**src/rtl/sdram_line_reader.sv**
```systemverilog
// ---------------------------------------------------------------------------
// sdram_line_reader
//
// Client-side burst read engine for the async SDRAM controller. A line read
// is started with a word address and a length in 8-word bursts. The block
// pushes burst read commands into the controller's burst command FIFO. It
// pops 128-bit bursts from the controller's burst data FIFO and serialises
// each burst into a 16-bit pixel stream with valid/ready handshaking. Pixels
// come out in ascending address order: burst bits [127:112] go out first.
//
// Optional feature macro: SDRAM_LINE_READER_UNDERRUN_EN
//   When this macro is defined, the block adds underrun_cnt_o[15:0]. The
//   counter saturates at 16'hFFFF. It counts RUN cycles in which downstream
//   is ready, no pixel is available, and the line is not yet complete. It
//   clears on an accepted start.
//
// Ports
//   clk               single clock for all logic
//   rst_n_i           asynchronous active-low reset
//   start_i           one-cycle line read request (ignored while running)
//   base_addr_i[23:0] start word address, bits [2:0] forced to 0
//   len_i             number of 8-word bursts (0 = immediate done)
//   busy_o            high from accepted start until last pixel handshake
//   done_o            one-cycle pulse after the last pixel handshake
//   cmd_burst_d_o     burst command {8'b0, word address}
//   cmd_burst_enq_o   enqueue strobe to the burst command FIFO
//   cmd_burst_full_i  burst command FIFO full
//   burst_q_i         burst data FIFO head (first-word-fall-through)
//   burst_deq_o       pop the burst data FIFO head at this edge
//   burst_empty_i     burst data FIFO empty
//   pix_o             pixel word
//   pix_valid_o       pix_o valid
//   pix_ready_i       downstream accepts the pixel
//   pix_last_o        final pixel of the line
//   underrun_cnt_o    (optional) pixel underrun cycle count
// ---------------------------------------------------------------------------
module sdram_line_reader #(
  parameter int MAX_OUTSTANDING = 4,
  parameter int LEN_WIDTH       = 12
) (
  input  logic                 clk,
  input  logic                 rst_n_i,
  input  logic                 start_i,
  input  logic [23:0]          base_addr_i,
  input  logic [LEN_WIDTH-1:0] len_i,
  output logic                 busy_o,
  output logic                 done_o,
  output logic [31:0]          cmd_burst_d_o,
  output logic                 cmd_burst_enq_o,
  input  logic                 cmd_burst_full_i,
  input  logic [127:0]         burst_q_i,
  output logic                 burst_deq_o,
  input  logic                 burst_empty_i,
  output logic [15:0]          pix_o,
  output logic                 pix_valid_o,
  input  logic                 pix_ready_i,
  output logic                 pix_last_o
`ifdef SDRAM_LINE_READER_UNDERRUN_EN
  ,
  output logic [15:0]          underrun_cnt_o
`endif
);

  localparam logic [3:0] OUT_MAX = 4'(MAX_OUTSTANDING);

  typedef enum logic {ST_IDLE, ST_RUN} state_t;

  state_t               state_q, state_d;
  logic [23:0]          base_q, base_d;
  logic [LEN_WIDTH-1:0] len_q, len_d;
  logic [LEN_WIDTH-1:0] issued_q, issued_d;
  logic [LEN_WIDTH-1:0] received_q, received_d;
  logic [3:0]           outstanding_q, outstanding_d;
  logic [127:0]         shift_q, shift_d;
  logic [2:0]           idx_q, idx_d;
  logic                 loaded_q, loaded_d;
  logic                 enq_q, enq_d;
  logic [23:0]          cmd_addr_q, cmd_addr_d;
  logic                 busy_q, busy_d;
  logic                 done_q, done_d;
`ifdef SDRAM_LINE_READER_UNDERRUN_EN
  logic [15:0]          underrun_q, underrun_d;
`endif

  logic        run;
  logic        can_issue;
  logic        deq;
  logic        pix_hs;
  logic        burst_end_hs;
  logic        last_word;
  logic [23:0] issue_addr;

  // ---- control decode --------------------------------------------------
  assign run       = (state_q == ST_RUN);
  assign last_word = loaded_q && (idx_q == 3'd7) &&
                     (received_q == len_q - LEN_WIDTH'(1));

  // An enqueue is never issued in the cycle right after another one. This
  // gives the command FIFO's registered full flag a cycle to catch up.
  assign can_issue = run && (issued_q < len_q) && (outstanding_q < OUT_MAX) &&
                     !cmd_burst_full_i && !enq_q;

  // The next burst is popped either into an empty shift register, or in the
  // cycle when the eighth word is accepted. The second case lets bursts
  // stream back-to-back with no bubble between them.
  assign deq = run && (outstanding_q != 4'd0) && !burst_empty_i &&
               (!loaded_q || ((idx_q == 3'd7) && pix_ready_i));

  assign pix_hs       = loaded_q && pix_ready_i;
  assign burst_end_hs = pix_hs && (idx_q == 3'd7);

  // Address arithmetic wraps modulo 2^24.
  assign issue_addr = base_q + (24'(issued_q) << 3);

  // ---- next-state logic ------------------------------------------------
  always_comb begin
    state_d       = state_q;
    base_d        = base_q;
    len_d         = len_q;
    issued_d      = issued_q;
    received_d    = received_q;
    outstanding_d = outstanding_q;
    shift_d       = shift_q;
    idx_d         = idx_q;
    loaded_d      = loaded_q;
    enq_d         = 1'b0;
    cmd_addr_d    = cmd_addr_q;
    done_d        = 1'b0;
`ifdef SDRAM_LINE_READER_UNDERRUN_EN
    underrun_d    = underrun_q;
`endif

    case (state_q)
      ST_IDLE: begin
        if (start_i) begin
          base_d        = base_addr_i & 24'hFFFFF8;
          len_d         = len_i;
          issued_d      = '0;
          received_d    = '0;
          outstanding_d = 4'd0;
          loaded_d      = 1'b0;
          idx_d         = 3'd0;
`ifdef SDRAM_LINE_READER_UNDERRUN_EN
          underrun_d    = 16'd0;
`endif
          if (len_i == '0) begin
            done_d = 1'b1;
          end else begin
            state_d = ST_RUN;
          end
        end
      end
      ST_RUN: begin
        if (burst_end_hs && last_word) begin
          state_d = ST_IDLE;
          done_d  = 1'b1;
        end
      end
      default: state_d = ST_IDLE;
    endcase

    // ---- command issuer ------------------------------------------------
    if (can_issue) begin
      enq_d      = 1'b1;
      cmd_addr_d = issue_addr;
      issued_d   = issued_q + LEN_WIDTH'(1);
    end

    case ({can_issue, deq})
      2'b10:   outstanding_d = outstanding_q + 4'd1;
      2'b01:   outstanding_d = outstanding_q - 4'd1;
      default: outstanding_d = outstanding_q;
    endcase

    // ---- unpacker ------------------------------------------------------
    if (pix_hs) begin
      shift_d = {shift_q[111:0], 16'h0000};
      idx_d   = idx_q + 3'd1;
      if (idx_q == 3'd7) begin
        received_d = received_q + LEN_WIDTH'(1);
        loaded_d   = 1'b0;
      end
    end
    // A pop in the same cycle as the last-word handshake takes priority.
    if (deq) begin
      shift_d  = burst_q_i;
      loaded_d = 1'b1;
      idx_d    = 3'd0;
    end

`ifdef SDRAM_LINE_READER_UNDERRUN_EN
    if (run && pix_ready_i && !loaded_q && (received_q < len_q) &&
        (underrun_q != 16'hFFFF)) begin
      underrun_d = underrun_q + 16'd1;
    end
`endif
  end

  always_comb begin
    busy_d = (state_d == ST_RUN);
  end

  // ---- register stage --------------------------------------------------
  always_ff @(posedge clk or negedge rst_n_i) begin
    if (!rst_n_i) begin
      state_q       <= ST_IDLE;
      base_q        <= '0;
      len_q         <= '0;
      issued_q      <= '0;
      received_q    <= '0;
      outstanding_q <= 4'd0;
      shift_q       <= '0;
      idx_q         <= 3'd0;
      loaded_q      <= 1'b0;
      enq_q         <= 1'b0;
      cmd_addr_q    <= '0;
      busy_q        <= 1'b0;
      done_q        <= 1'b0;
`ifdef SDRAM_LINE_READER_UNDERRUN_EN
      underrun_q    <= 16'd0;
`endif
    end else begin
      state_q       <= state_d;
      base_q        <= base_d;
      len_q         <= len_d;
      issued_q      <= issued_d;
      received_q    <= received_d;
      outstanding_q <= outstanding_d;
      shift_q       <= shift_d;
      idx_q         <= idx_d;
      loaded_q      <= loaded_d;
      enq_q         <= enq_d;
      cmd_addr_q    <= cmd_addr_d;
      busy_q        <= busy_d;
      done_q        <= done_d;
`ifdef SDRAM_LINE_READER_UNDERRUN_EN
      underrun_q    <= underrun_d;
`endif
    end
  end

  // ---- outputs ---------------------------------------------------------
  assign busy_o          = busy_q;
  assign done_o          = done_q;
  assign cmd_burst_enq_o = enq_q;
  assign cmd_burst_d_o   = {8'h00, cmd_addr_q};
  assign burst_deq_o     = deq;
  assign pix_o           = shift_q[127:112];
  assign pix_valid_o     = loaded_q;
  assign pix_last_o      = last_word;
`ifdef SDRAM_LINE_READER_UNDERRUN_EN
  assign underrun_cnt_o  = underrun_q;
`endif

endmodule

```
**config.mk**
```make
export PLATFORM = sky130hd
export DESIGN_NAME = sdram_line_reader
export DESIGN_NICKNAME = d
export VERILOG_FILES = /design/src/rtl/sdram_line_reader.sv
export SDC_FILE = /design/constraint.sdc
export NUM_CORES = 1
export LEC_CHECK = 0
export ABC_AREA = 0
export BUFFER_PORTS_ARGS = -buffer_cell sky130_fd_sc_hd__buf_2
export CORE_AREA = 2 2 152 154
export DETAILED_ROUTE_END_ITERATION = 10
export DIE_AREA = 0 0 154 156
export PLACE_DENSITY = 0.83
export SKIP_LAST_GASP = 1
export SLEW_MARGIN = 40
export SYNTH_ARGS = -nofsm -noshare
export SYNTH_HDL_FRONTEND = slang
export SYNTH_SLANG_ARGS = --single-unit
```
**constraint.sdc**
```tcl
create_clock -name clk -period 3.2 [get_ports clk]
set_input_delay 0.32 -clock clk [delete_from_list [all_inputs] [get_ports clk]]
set_output_delay 0.32 -clock clk [all_outputs]
set_load 0.01 [all_outputs]
```
=== Word-level counts from Yosys, hierarchy flattened ===
Cells that the tools add are included.
W data, S select, Z words.

* Flip-flop bits (word level): 220
* Word-level logic and storage cells: 83

* Add/subtract/negate cells: 7
* Order comparisons: 2
* Eq/ne operators: 6
* Muxes and demuxes: 28
* Bitwise logic cells: 1
* Reduce and logical (&&, ||, !) cells: 27

{| class="wikitable"
|+ Operators with widths
! cell !! number
|-
| $mux W128 || 2
|-
| $mux W12 || 7
|-
| $add A12 B1 Y12 const B || 2
|-
| $add A24 B15 Y24 || 1
|-
| $logic_and A1 B1 Y1 || 13
|-
| $eq A12 B12 Y1 || 1
|-
| $logic_not A12 Y1 || 1
|-
| $lt A12 B12 Y1 || 1
|-
| $mux W1 || 12
|-
| $mux W3 || 4
|-
| $sub A12 B1 Y12 const B || 1
|-
| $pmux W4 S2 || 1
|-
| $reduce_and A2 Y1 || 3
|-
| $reduce_bool A2 Y1 || 3
|-
| $add A4 B1 Y4 const B || 1
|-
| $logic_not A1 Y1 || 4
|-
| $lt A4 B3 Y1 const B || 1
|-
| $pmux W1 S2 || 2
|-
| $reduce_bool A4 Y1 || 1
|-
| $sub A4 B1 Y4 const B || 1
|-
| $add A3 B1 Y3 const B || 1
|-
| $eq A3 B3 Y1 const B || 1
|-
| $ne A3 B1 Y1 const B || 1
|-
| $reduce_bool A3 Y1 || 1
|-
| 5 further kinds || 5
|}

=== Logic depth before layout (Yosys ltp) ===
* Depth after elaboration: 7
* Gate-level depth with buffers: 16

=== Worst setup path before layout ===
Ideal clock, no wire load.

* Path type: register -> register
* From: reg len_q[5]
* To: reg outstanding_q[3]
* Library setup time: 0.125 ns
* Data arrival time: 3.053 ns
* Required time: 3.075 ns
* Setup slack: 0.022 ns
* Stages on the path, launching flop included: 17
* Cells stage by stage: dfrtp_1 -> clkbuf_1 -> inv_1 -> ha_1 -> a211oi_1 -> o21ai_0 -> a21o_1 -> a21o_1 -> clkbuf_1 -> buf_1 -> ha_1 -> ha_1 -> a21o_1 -> a21oi_1 -> xnor2_1 -> nor2_1 -> xor2_1

* Word-level cells in the longest chain between the ends: 7

{| class="wikitable"
|+ Ends and longest elaborated chain
! element !! RTL line !! RTL
|-
| from (decl) || 70 || <nowiki>logic [LEN_WIDTH-1:0] len_q, len_d;</nowiki>
|-
| from (signal assigned) || 225 || <nowiki>len_q <= len_d;</nowiki>
|-
| $lt A12 B12 Y1 * || 100 || <nowiki>assign can_issue = run && (issued_q < len_q) && (outstanding_q < OUT_MAX) &&</nowiki>
|-
| $logic_and A1 B1 Y1 * (3 in series) || 100 ||
|-
| $logic_and A1 B1 Y1 * || 101 || <nowiki>!cmd_burst_full_i && !enq_q;</nowiki>
|-
| $eq A2 B1 Y1 / $eq A2 B2 Y1 (equally long branches) || 169 || <nowiki>case ({can_issue, deq})</nowiki>
|-
| $pmux W4 S2 / $reduce_bool A2 Y1 (equally long branches) || -- ||
|-
| to (signal assigned) || 228 || <nowiki>outstanding_q <= outstanding_d;</nowiki>
|-
| to (decl) || 73 || <nowiki>logic [3:0] outstanding_q, outstanding_d;</nowiki>
|}

Mark *: on every way between the ends. The rest lies on a longest branch, timed or not.
A chain may end at the register's enable or synchronous reset.

=== Worst setup path after layout ===
* From: reg len_q[1]
* To: out pix_last_o

* Word-level cells in the longest chain between the ends: 3

{| class="wikitable"
|+ Ends and longest elaborated chain
! element !! RTL line !! RTL
|-
| $sub A12 B1 Y12 || 96 || <nowiki>(received_q == len_q - LEN_WIDTH'(1));</nowiki>
|-
| $eq A12 B12 Y1 || 96 ||
|-
| $logic_and A1 B1 Y1 || 95 || <nowiki>assign last_word = loaded_q && (idx_q == 3'd7) &&</nowiki>
|-
| to (decl) || 57 || <nowiki>output logic pix_last_o</nowiki>
|}

Every way passes these cells.

==> qor.txt <==
row count: 55
final WL: 25,200 um
worst path arrival time: 2790 ps
Synth cell types: 58
setup violators final: 0
total chip power: 9550 uW
Seq/Total Area, Yosys: 0.489
number of synthesized flops with an enable pin: 0
transition time of the tightest slew-check pin: 606 ps
Worst Slack Setup Final: 94.6 ps
launching element type of the critical path: register
outcome: finished clean
starting density of the core: 0.496
clk buf depth: 3
CTS clock-pin slew for the worst setup and hold paths: 60 ps
maximum cell stage delay along the critical path: 500 ps
footprint of the multi-input gates: 5170 um^2
antenna violations before repair: 6
Worst Setup Slack post-DPL: 277 ps
Static Leak: 0.00610 uW
category of the critical setup timing path: reg2out
GP Congestion: 0.875
Final HPWL DP: 17,400 um
DR pass1 iterations: 4
combined flip-flop and latch cell area: 5430 um^2
count of buffer and inverter cells on the critical path: 2
maximum number of pins on one net before global-route repair: 134
most numerous cell in the Yosys netlist: nand2_1
maximum achievable frequency: 0.322 GHz
first-pass GRT wire length: 41,000 um
Port Buffer Count: 209
Inserted Clock Buffers: 24
y dimension of the die: 156 um
ratio of routed vias to standard cells: 5.39
total congestion overflow: 0
count of final hold-check violations: 0
fraction of synthesis flops using an asynchronous set or reset pin: 1.00
worst setup slack for register-to-register paths: 250 ps
area after detailed placement: 12,200 um^2
design area: 13,200 um^2
top post-synthesis cells by area: dfrtp_1 49%, mux2i_1 11%, o21ai_0 8.0%, nand2_1 7.7%, ha_1 3.5%
clock root buffer: clkbuf_16
number of violations of the max-capacitance limit: 0
clk_skew: 10.6 ps
layout-stage area growth over the synthesis result: 19.0%
CTS tree: yes
time the final worst path needs with I/O delays and setup: 3110 ps
Detail Route Antenna Nets: 0
category of the worst setup path capture point: primary output
clk_lat worst skew: 510 ps
max-slew violation count: 0
number of synthesized register bits: 217
core area: 22,400 um^2
largest fanout on the critical path: 4
number of DRC markers after the initial detailed-route iteration: 534
Synth top area share: 0.489
number of vias after detailed routing: 8,781
DRC violations left: 0
cell family with most CP delay: simple AND/OR/NAND/NOR gates
htree depth: 1
Post-Syn Area: 11,100 um^2
Max-slew headroom: 0.591
Peak VDD IR: 0.445 mV
period utilization: 0.970
share of final-layout standard cells stronger than drive strength 1: 0.203
cell taking the most area after synthesis: dfrtp_1
min-delay worst type: in2reg
num ports: 224
vias in the first global route: 8,356
total die area: 24,000 um^2
overall track demand over capacity in global routing: 0.206
cells after synthesis: 1,142
WL per Instance: 15.5 um
Post-layout nets: 1,526
Avg Cell Area, Syn: 9.72 um^2
Horiz. Die Dim: 154 um
total negative slack for setup checks: 0 ps
highest-delay cell along the critical path: or4b_4
Required @ worst endpoint: 2880 ps
top_reg_cell synth: dfrtp_1
leading post-synthesis cells by instance count: 227 x nand2_1, 217 x dfrtp_1, 177 x o21ai_0, 121 x mux2i_1, 37 x nor2_1
total of fill cells in the finished design: 1,870
synthesis warning total: 0
Power per Cell Area: 723 nW/um^2
cells along the critical path: inv_1 > ha_2 > or4b_4 > a2111oi_4 > nor2_1 > a221o_1 > nor3b_2 > buf_2
CTS sink cnt: 217
## path summary, 6_finish.rpt
path	from	endpoint	cells past startpoint
worst max-delay path	len_q[1]	pix_last_o	8
worst min-delay path	base_addr_i[4]	base_q[4]	3
worst max register to register	len_q[5]	outstanding_q[3]	13
worst min register to register	shift_q[125]	shift_q[125]	2
max in group asynchronous	rst_n_i	shift_q[4]	4
min in group asynchronous	rst_n_i	cmd_addr_q[5]	2
## per-stage QoR
stage                      util  instances  hold WS (ps)
after CTS                 0.586       1620          2.43
after global placement    0.547       1564           408
after floorplan               -       1152          24.4
final                     0.591       1629          14.2
after global routing      0.591       1629          11.4
after detailed placement  0.547       1564           413
## metal layers
metal | part of all wire | track usage
met4 | 0.027 | 0.0730
met1 | 0.45 | 0.287
met5 | 0.00052 | 0
met3 | 0.052 | 0.0303
met2 | 0.47 | 0.331
## power breakdown
group / internal, uW / total (uW) / switching [uW]
clock: 1560 / 2640 / 1080
sequential: 3600 / 4190 / 591
combinational: 1200 / 2720 / 1530
total: 6360 / 9550 / 3200
## worst min-delay path, cell delays in order
cell and delay [ps]:
buf_2 70, nand2_1 30, o21ai_0 60
## logic make-up (layout without fill, tap and decap cells)
group | after synthesis | in the layout | synth area share
muxes | 123 | 123 | 0.111
other | 1 | 16 | 0.000338
DFF | 217 | 217 | 0.489
buffers and inverters | 117 | 304 | 0.0516
adders and majority gates | 33 | 33 | 0.0386
xor gates and xnor gates | 32 | 32 | 0.0253
AOI/OAI and AO/OA | 263 | 263 | 0.140
and+or+nand+nor | 356 | 356 | 0.144
## sequential cells by signal, summed over array words and instances, names as in the netlist, 3 cells and up
register	count
shift_q	128
base_q	21
cmd_addr_q	21
issued_q	12
len_q	12
received_q	12
outstanding_q	4
idx_q	3
## cell usage in the layout (no fill, tap or decap), types with 20 or more instances in the layout
cell and instances:
buf_2 208, clkbuf_16 25, dfrtp_1 217, ha_1 30, inv_1 24, mux2i_1 121, nand2_1 227, nand3_1 20
nor2_1 36, o21ai_0 177
## area by class of cell
cell class / count / area share
antenna: 5 / 0.000947
sequential: 217 / 0.411
timing repair buffer: 238 / 0.106
multi-input combinational: 818 / 0.392
clock inverter: 6 / 0.00445
clock buffer: 36 / 0.0520
tap: 285 / 0.0270
inverter: 24 / 0.00682
## repair_timing
item / in CTS / in global routing
hold buffers: 14 / 0
endpoints found under the hold margin: 111 / 0
setup endpoints to repair: 0 / 1
gates resized for setup: 0 / 3
buffers inserted: 0 / 2
(Power assumes the default switching activity.)
